## src/rtl/i_buf_controller_if.sv

```systemverilog
// Video capture bus: raw pixel stream and PS line handshake in, linebuffer write port and status out.
// Option: CAPTURE_DROP_COUNT_EN adds the dropped_lines counter.
interface i_buf_controller_if #(
   parameter int ADDRESS_WIDTH = 32
);
   logic                     vsync;
   logic                     hsync;
   logic                     vde;
   logic [7:0]               i_data;
   logic                     line_ack;
   logic [ADDRESS_WIDTH-1:0] addr;
   logic [31:0]              o_data;
   logic                     wr_en;
   logic                     line_done;
   logic                     line_bank;
   logic                     frame_done;
   logic [12:0]              line_count;
   logic                     overflow;
`ifdef CAPTURE_DROP_COUNT_EN
   logic [15:0]              dropped_lines;
`endif

   // master: the capture controller; slave: video source, PS and linebuffer side
   modport master (
      input  vsync, hsync, vde, i_data, line_ack,
      output addr, o_data, wr_en, line_done, line_bank, frame_done, line_count, overflow
`ifdef CAPTURE_DROP_COUNT_EN
      , output dropped_lines
`endif
   );

   modport slave (
      output vsync, hsync, vde, i_data, line_ack,
      input  addr, o_data, wr_en, line_done, line_bank, frame_done, line_count, overflow
`ifdef CAPTURE_DROP_COUNT_EN
      , input dropped_lines
`endif
   );
endinterface

```

## src/rtl/i_buf_controller.sv

```systemverilog
// Packs a raw 8-bit pixel stream into 32-bit words in a ping-pong linebuffer, with line-level PS handshake.
// Option: CAPTURE_DROP_COUNT_EN adds a saturating per-frame dropped_lines count.
module i_buf_controller #(
   parameter int ADDRESS_WIDTH  = 32,
   parameter int DISPLAY_WIDTH  = 640,
   parameter int DISPLAY_HEIGHT = 480
) (
   input  logic               pclk,
   input  logic               reset_n,
   i_buf_controller_if.master bus
);
   localparam int WORDS_PER_LINE = DISPLAY_WIDTH / 4;
   localparam int PCW            = $clog2(DISPLAY_WIDTH + 1);

   typedef enum logic [2:0] {IDLE, WAIT_LINE, CAPTURE, FLUSH, DROP} state_t;

   state_t                   state, state_nxt;
   logic                     vsync_q, vsync_d, vde_q, vde_d, ack_q;
   logic [7:0]               data_q;
   logic [PCW-1:0]           pix_cnt, pix_base, wr_idx;
   logic [31:0]              acc, acc_nxt;
   logic [1:0]               lane;
   logic                     in_range;
   logic                     wr_bank, rd_bank;
   logic [1:0]               bank_full;
   logic [ADDRESS_WIDTH-1:0] bank_base;
   logic                     vsync_rise, vde_rise, vde_fall, sync_lost, frame_last;
   logic                     frame_start, px_take, drop_start, drop_end, flush_wr, line_end, line_abort;
   logic [ADDRESS_WIDTH-1:0] addr_r;
   logic [31:0]              o_data_r;
   logic                     wr_en_r, line_done_r, line_bank_r, frame_done_r, overflow_r;
   logic [12:0]              line_count_r;
   logic [15:0]              drop_cnt;

   // vsync is active low, so its idle level is the reset value: no false rise after reset
   always_ff @(posedge pclk) begin
      if (!reset_n) begin
         vsync_q <= 1'b1;
         vsync_d <= 1'b1;
         vde_q   <= 1'b0;
         vde_d   <= 1'b0;
         data_q  <= 8'h00;
         ack_q   <= 1'b0;
      end else begin
         vsync_q <= bus.vsync;
         vsync_d <= vsync_q;
         vde_q   <= bus.vde;
         vde_d   <= vde_q;
         data_q  <= bus.i_data;
         ack_q   <= bus.line_ack;
      end
   end

   assign vsync_rise = vsync_q & ~vsync_d;
   assign vde_rise   = vde_q & ~vde_d;
   assign vde_fall   = ~vde_q & vde_d;
   assign sync_lost  = ~vsync_q && (state != IDLE);
   assign frame_last = (line_count_r == 13'(DISPLAY_HEIGHT - 1));

   always_ff @(posedge pclk) begin
      if (!reset_n) state <= IDLE;
      else          state <= state_nxt;
   end

   always_comb begin
      state_nxt = state;
      case (state)
         IDLE:      if (vsync_rise) state_nxt = WAIT_LINE;
         WAIT_LINE: if (vde_rise) state_nxt = bank_full[wr_bank] ? DROP : CAPTURE;
         CAPTURE:   if (vde_fall) state_nxt = FLUSH;
         FLUSH:     if (pix_cnt[1:0] == 2'd0) state_nxt = frame_last ? IDLE : WAIT_LINE;
         DROP:      if (vde_fall) state_nxt = frame_last ? IDLE : WAIT_LINE;
         default:   state_nxt = IDLE;
      endcase
      if (sync_lost) state_nxt = IDLE;
   end

   always_comb begin
      frame_start = (state == IDLE) && vsync_rise;
      px_take     = !sync_lost && vde_q &&
                    (((state == WAIT_LINE) && vde_rise && !bank_full[wr_bank]) || (state == CAPTURE));
      drop_start  = !sync_lost && (state == WAIT_LINE) && vde_rise && bank_full[wr_bank];
      drop_end    = !sync_lost && (state == DROP) && vde_fall;
      flush_wr    = !sync_lost && (state == FLUSH) && (pix_cnt[1:0] != 2'd0);
      line_end    = !sync_lost && (state == FLUSH) && (pix_cnt[1:0] == 2'd0);
      line_abort  = sync_lost && ((state == CAPTURE) || (state == FLUSH));
   end

   // The first pixel of a line is taken in WAIT_LINE, so the count restarts there
   assign pix_base  = (state == WAIT_LINE) ? '0 : pix_cnt;
   assign lane      = pix_base[1:0];
   assign in_range  = pix_base < PCW'(DISPLAY_WIDTH);
   assign acc_nxt   = (lane == 2'd0) ? {data_q, 24'h0} : (acc | ({data_q, 24'h0} >> {lane, 3'b000}));
   assign bank_base = wr_bank ? ADDRESS_WIDTH'(WORDS_PER_LINE) : '0;
   assign wr_idx    = flush_wr ? pix_cnt : pix_base;

   always_ff @(posedge pclk) begin
      if (!reset_n) begin
         pix_cnt      <= '0;
         acc          <= '0;
         addr_r       <= '0;
         o_data_r     <= '0;
         wr_en_r      <= 1'b0;
         line_done_r  <= 1'b0;
         line_bank_r  <= 1'b0;
         frame_done_r <= 1'b0;
         line_count_r <= '0;
         overflow_r   <= 1'b0;
         wr_bank      <= 1'b0;
         rd_bank      <= 1'b0;
         bank_full    <= 2'b00;
         drop_cnt     <= '0;
      end else begin
         wr_en_r      <= 1'b0;
         line_done_r  <= 1'b0;
         frame_done_r <= 1'b0;
         if (px_take) begin
            if (in_range) begin
               acc     <= acc_nxt;
               pix_cnt <= pix_base + 1'b1;
               if (lane == 2'd3) begin
                  wr_en_r  <= 1'b1;
                  o_data_r <= acc_nxt;
                  addr_r   <= bank_base + ADDRESS_WIDTH'(wr_idx >> 2);
               end
            end else begin
               overflow_r <= 1'b1;
            end
         end
         if (flush_wr) begin
            wr_en_r  <= 1'b1;
            o_data_r <= acc;
            addr_r   <= bank_base + ADDRESS_WIDTH'(wr_idx >> 2);
            pix_cnt  <= '0;
         end
         if (drop_start) overflow_r <= 1'b1;
         if (line_end || drop_end) begin
            line_count_r <= line_count_r + 13'd1;
            frame_done_r <= frame_last;
         end
         if (frame_start) line_count_r <= '0;
         if (ack_q && bank_full[rd_bank]) begin
            bank_full[rd_bank] <= 1'b0;
            rd_bank            <= ~rd_bank;
         end
         // A completing line outranks a same-bank ack; that ack found the bank empty anyway
         if (line_end) begin
            line_done_r        <= 1'b1;
            line_bank_r        <= wr_bank;
            bank_full[wr_bank] <= 1'b1;
            wr_bank            <= ~wr_bank;
         end
         if (frame_start)
            drop_cnt <= '0;
         else if ((drop_start || line_abort) && (drop_cnt != 16'hFFFF))
            drop_cnt <= drop_cnt + 16'd1;
      end
   end

   assign bus.addr       = addr_r;
   assign bus.o_data     = o_data_r;
   assign bus.wr_en      = wr_en_r;
   assign bus.line_done  = line_done_r;
   assign bus.line_bank  = line_bank_r;
   assign bus.frame_done = frame_done_r;
   assign bus.line_count = line_count_r;
   assign bus.overflow   = overflow_r;
`ifdef CAPTURE_DROP_COUNT_EN
   assign bus.dropped_lines = drop_cnt;
`endif
endmodule

```

## src/flat_wrapper.sv

```systemverilog
// flat-port wrapper written by rule: the top's interface ports become plain ports
module i_buf_controller_flat 
#(
   parameter int ADDRESS_WIDTH  = 32,
   parameter int DISPLAY_WIDTH  = 640,
   parameter int DISPLAY_HEIGHT = 480
)
  (pclk, reset_n, bus_vsync, bus_hsync, bus_vde, bus_i_data, bus_line_ack, bus_addr, bus_o_data, bus_wr_en, bus_line_done, bus_line_bank, bus_frame_done, bus_line_count, bus_overflow);
  i_buf_controller_if #(.ADDRESS_WIDTH(ADDRESS_WIDTH)) bus_i ();
  input  logic pclk;
  input  logic reset_n;
  input wire logic [$bits(bus_i.vsync)-1:0] bus_vsync;
  input wire logic [$bits(bus_i.hsync)-1:0] bus_hsync;
  input wire logic [$bits(bus_i.vde)-1:0] bus_vde;
  input wire logic [$bits(bus_i.i_data)-1:0] bus_i_data;
  input wire logic [$bits(bus_i.line_ack)-1:0] bus_line_ack;
  output wire logic [$bits(bus_i.addr)-1:0] bus_addr;
  output wire logic [$bits(bus_i.o_data)-1:0] bus_o_data;
  output wire logic [$bits(bus_i.wr_en)-1:0] bus_wr_en;
  output wire logic [$bits(bus_i.line_done)-1:0] bus_line_done;
  output wire logic [$bits(bus_i.line_bank)-1:0] bus_line_bank;
  output wire logic [$bits(bus_i.frame_done)-1:0] bus_frame_done;
  output wire logic [$bits(bus_i.line_count)-1:0] bus_line_count;
  output wire logic [$bits(bus_i.overflow)-1:0] bus_overflow;
  assign bus_i.vsync = bus_vsync;
  assign bus_i.hsync = bus_hsync;
  assign bus_i.vde = bus_vde;
  assign bus_i.i_data = bus_i_data;
  assign bus_i.line_ack = bus_line_ack;
  assign bus_addr = bus_i.addr;
  assign bus_o_data = bus_i.o_data;
  assign bus_wr_en = bus_i.wr_en;
  assign bus_line_done = bus_i.line_done;
  assign bus_line_bank = bus_i.line_bank;
  assign bus_frame_done = bus_i.frame_done;
  assign bus_line_count = bus_i.line_count;
  assign bus_overflow = bus_i.overflow;
  i_buf_controller #(.ADDRESS_WIDTH(ADDRESS_WIDTH), .DISPLAY_WIDTH(DISPLAY_WIDTH), .DISPLAY_HEIGHT(DISPLAY_HEIGHT)) u_core (.pclk(pclk), .reset_n(reset_n), .bus(bus_i));
endmodule
```

## config.mk

```make
export PLATFORM = sky130hd
export DESIGN_NAME = i_buf_controller_flat
export DESIGN_NICKNAME = d
export VERILOG_FILES = /design/src/rtl/i_buf_controller_if.sv /design/src/rtl/i_buf_controller.sv /design/src/flat_wrapper.sv
export SDC_FILE = /design/constraint.sdc
export NUM_CORES = 1
export LEC_CHECK = 0
export CORE_MARGIN = 5
export CORE_UTILIZATION = 40
export DETAILED_ROUTE_END_ITERATION = 12
export PLACE_DENSITY = 0.68
export SLEW_MARGIN = 25
export SYNTH_ARGS = -nofsm -noshare
export SYNTH_HDL_FRONTEND = slang
export SYNTH_SLANG_ARGS = --single-unit
export TNS_END_PERCENT = 50
```

## constraint.sdc

```tcl
create_clock -name pclk -period 5 [get_ports pclk]
set_clock_uncertainty 0.1 [all_clocks]
set_input_delay 0.75 -clock pclk [delete_from_list [all_inputs] [get_ports pclk]]
set_output_delay 0.75 -clock pclk [all_outputs]
set_load 0.05 [all_outputs]
```

==> out/qor.yml <==
endpoint_kind: "flip-flop"
setup_viol: 0
cts.sinks: 121
combPwrFrac_pct: 9.9
syn2layout_area_growth_pct: 22.7
p_int_mw: 1.92
start_util_pct: 40.9
netSwitchingPower_uw: 634
dr_total_vias: 4606
dp_hpwl_um: 8870
wl_um: 13500
fin_util_pct: 50.2
switching_share_pct: 24.9
die_w_um: 129
clockBufferDepth: 2
die-area_mm2: 0.0168
clkPwrFrac_pct: 49.9
cp.required_ns: 5.24
grt_max_degree: 49
antenna_found_initial: 0
slew_violations: 0
drive_above_1_share_pct: 10.3
die_h_um: 129
final_hold_viol_count: 0
drcViolationCount: 0
gp_congestion: 0.803
hp-class: "flip-flop to flip-flop"
root_buffer: "clkbuf_16"
numCtsBuffers: 17
yosysUniqueCellTypes: 65
path_class: "flip-flop to flip-flop"
synth-seq-area-share_pct: 42.5
grt_first_pass_wirelength_um: 21800
cts_resized: 0
yosys.area.top_type: "dfxtp_1"
post_cts_buffers: 0
power.leakage_nw: 2.73
pin_count: 96
maxCapViolCount: 0
power_frac_seq_pct: 40.3
rsz0062_at_grt: "false"
fin_crit_ns: 3.70
detail_route.vias_per_cell: 5.35
synth_area_leaders: "dfxtp_1 (42%), mux2i_1 (6.3%), buf_4 (3.4%), nand2_1 (3.3%), a21oi_1 (3.2%)"
netlist.area_leader.share_pct: 42.5
max_freq_mhz: 270
cts_tree: "yes"
synthFlopType: "dfxtp_1"
core_mm2: 0.0139
drtIter0Drc: 289
fin_nets: 688
wire_per_inst_um: 15.6
p_per_area_mw_per_mm2: 365
tns_ns: 0
syn_avg_cell_area_um2: 9.31
row_count: 43
syn_area_mm2: 0.00571
clk_pin_slew_ns: 0.05
portBuffers: 71
drtAntennaViolNets: 0
ctsHoldBuffers: 0
total_power_mw: 2.55
synth_edf_count: 0
relSlewSlack_pct: 30.4
syn-instance-count: 613
worstPathArrival_ns: 3.93
grtUsageTotal_pct: 16.1
grt_pass1_vias: 4405
fin_crit_sh_pct: 74.0
status: "finished, final reports clean"
crit_path_start_kind: "flip-flop"
drt_pass1_iterations: 4
overflow: 0
worst_ir_drop_vdd_uv: 191
max_slew.worst_pin.slew_ns: 1.04
cp_max_fo: 25
clkLatencyLatePin_ns: 0.42
ys_warn_count: 0
synth-seq-cells: 121
synthArstFlopShare_pct: 0
antenna_cells: 0
nFillCells: 1270
htreeDepth: 4
## cells by family after synthesis
family | synth area share (%)
AND/OR/NAND/NOR | 21.9
AO/OA/AOI/OAI | 18.5
flip-flops | 42.5
buffers and inverters | 7.39
multiplexers | 6.32
XOR/XNOR | 2.00
adder cells (fa/ha/maj) | 1.32
other | 0.0657
## routing by layer
layer | GRT usage (%) | up-vias | share of wire, %
met2 | 24.4 | 137 | 45
met3 | 4.37 | 21 | 6.1
met1 | 21.9 | 2171 | 47
met4 | 6.72 | 0 | 1.7
li1 | - | 2277 | -
met5 | 0 | - | 0
## layout make-up
class / instances / area, um2 / share of cell area [%]
Inverter: 10 / 37.5 / 0.536
Multi-Input combinational cell: 443 / 2960 / 42.3
Clock buffer: 24 / 472 / 6.74
Timing Repair Buffer: 75 / 736 / 10.5
Clock inverter: 8 / 143 / 2.04
Tap cell: 180 / 225 / 3.22
Sequential cell: 121 / 2420 / 34.6
## synthesized netlist by cell type (all sizes together), types with 2 or more instances
cell type / n
dfxtp: 121
nand2: 51
buf: 42
a21oi: 38
mux2i: 36
nor2: 36
and3: 25
o21a: 24
clkbuf: 19
nand3: 17
or2: 17
nand4: 16
and2: 15
o21ai: 14
nor3: 13
nand2b: 12
a22o: 10
o211ai: 10
o31ai: 10
inv: 9
xor2: 9
a221o: 8
a221oi: 8
ha: 6
or4: 6
nor4: 4
xnor2: 4
a211oi: 3
a22oi: 2
a31oi: 2
and4: 2
nand3b: 2
nor2b: 2
nor3b: 2
or3b: 2
## placed cells by master (no fill, tap or decap), types with 3 or more instances in the layout
cell	n
dfxtp_1	121
clkinv_2	3
or2_1	3
a211oi_1	3
nand2b_1	12
o21a_1	24
bufinv_16	4
and2_1	15
a221o_1	8
a21oi_1	37
nor3_1	12
or4_1	6
and3_1	25
nand2_1	50
o31ai_2	8
o21ai_0	11
ha_1	6
or2_2	14
xor2_1	9
mux2i_1	36
buf_4	4
clkbuf_16	17
nand4_1	16
conb_1	23
xnor2_1	4
clkdlybuf4s50_1	70
a221oi_1	8
nor4_1	3
inv_1	9
nor2_1	35
clkbuf_1	5
nand3_1	17
o211ai_1	8
a22o_1	9
## sequential cells by signal, summed over array words and instances (netlist names), 2 cells and up
name,count
u_core.bus.line_count,13
u_core.state,3
u_core.data_q,8
u_core.bus.addr,9
u_core.bus.o_data,32
u_core.pix_cnt,10
u_core.bank_full,2
u_core.acc,32
## worst max-delay path: stages (launching register included)
cell      delay, ns
dfxtp_1        0.69
or3b_1         0.73
nand2_1        0.22
ha_1           0.31
inv_1          0.40
and4_1         0.65
a221o_1        0.24
o211ai_1       0.10
mux2i_1        0.18
## path summary, 6_finish.rpt
kind	slack (ns)	from	cells after the start	end
max reg2reg	1.30	u_core.state[1]	8	u_core.bus.o_data[14]
min	0.36	u_core.bus.o_data[16]	2	u_core.bus.o_data[16]
max	1.30	u_core.state[1]	8	u_core.bus.o_data[14]
min reg2reg	0.36	u_core.bus.o_data[16]	2	u_core.bus.o_data[16]
## metrics by stage
stage | hold slack (ns) | cell area [um2] | worst slack, ns | instances
2_1_floorplan | 0.341 | 5790 | 2.12 | 635
3_3_place_gp | 0.346 | 6370 | 1.52 | 829
3_5_place_dp | 0.353 | 6380 | 1.37 | 829
4_1_cts | 0.363 | 7000 | 1.36 | 861
5_1_grt | 0.377 | 7000 | 1.02 | 861
6_report | 0.357 | 7000 | 1.30 | 861
## power groups by stage
stage | sequential (mW) | combinational (mW) | clock [mW]
floorplan | 1.03 | 0.229 | 0
global placement | 1.04 | 0.241 | 0
detailed placement | 1.05 | 0.249 | 0
CTS | 1.03 | 0.251 | 1.29
global route | 1.03 | 0.273 | 1.33
finish | 1.03 | 0.251 | 1.27
(Power assumes the default switching activity.)
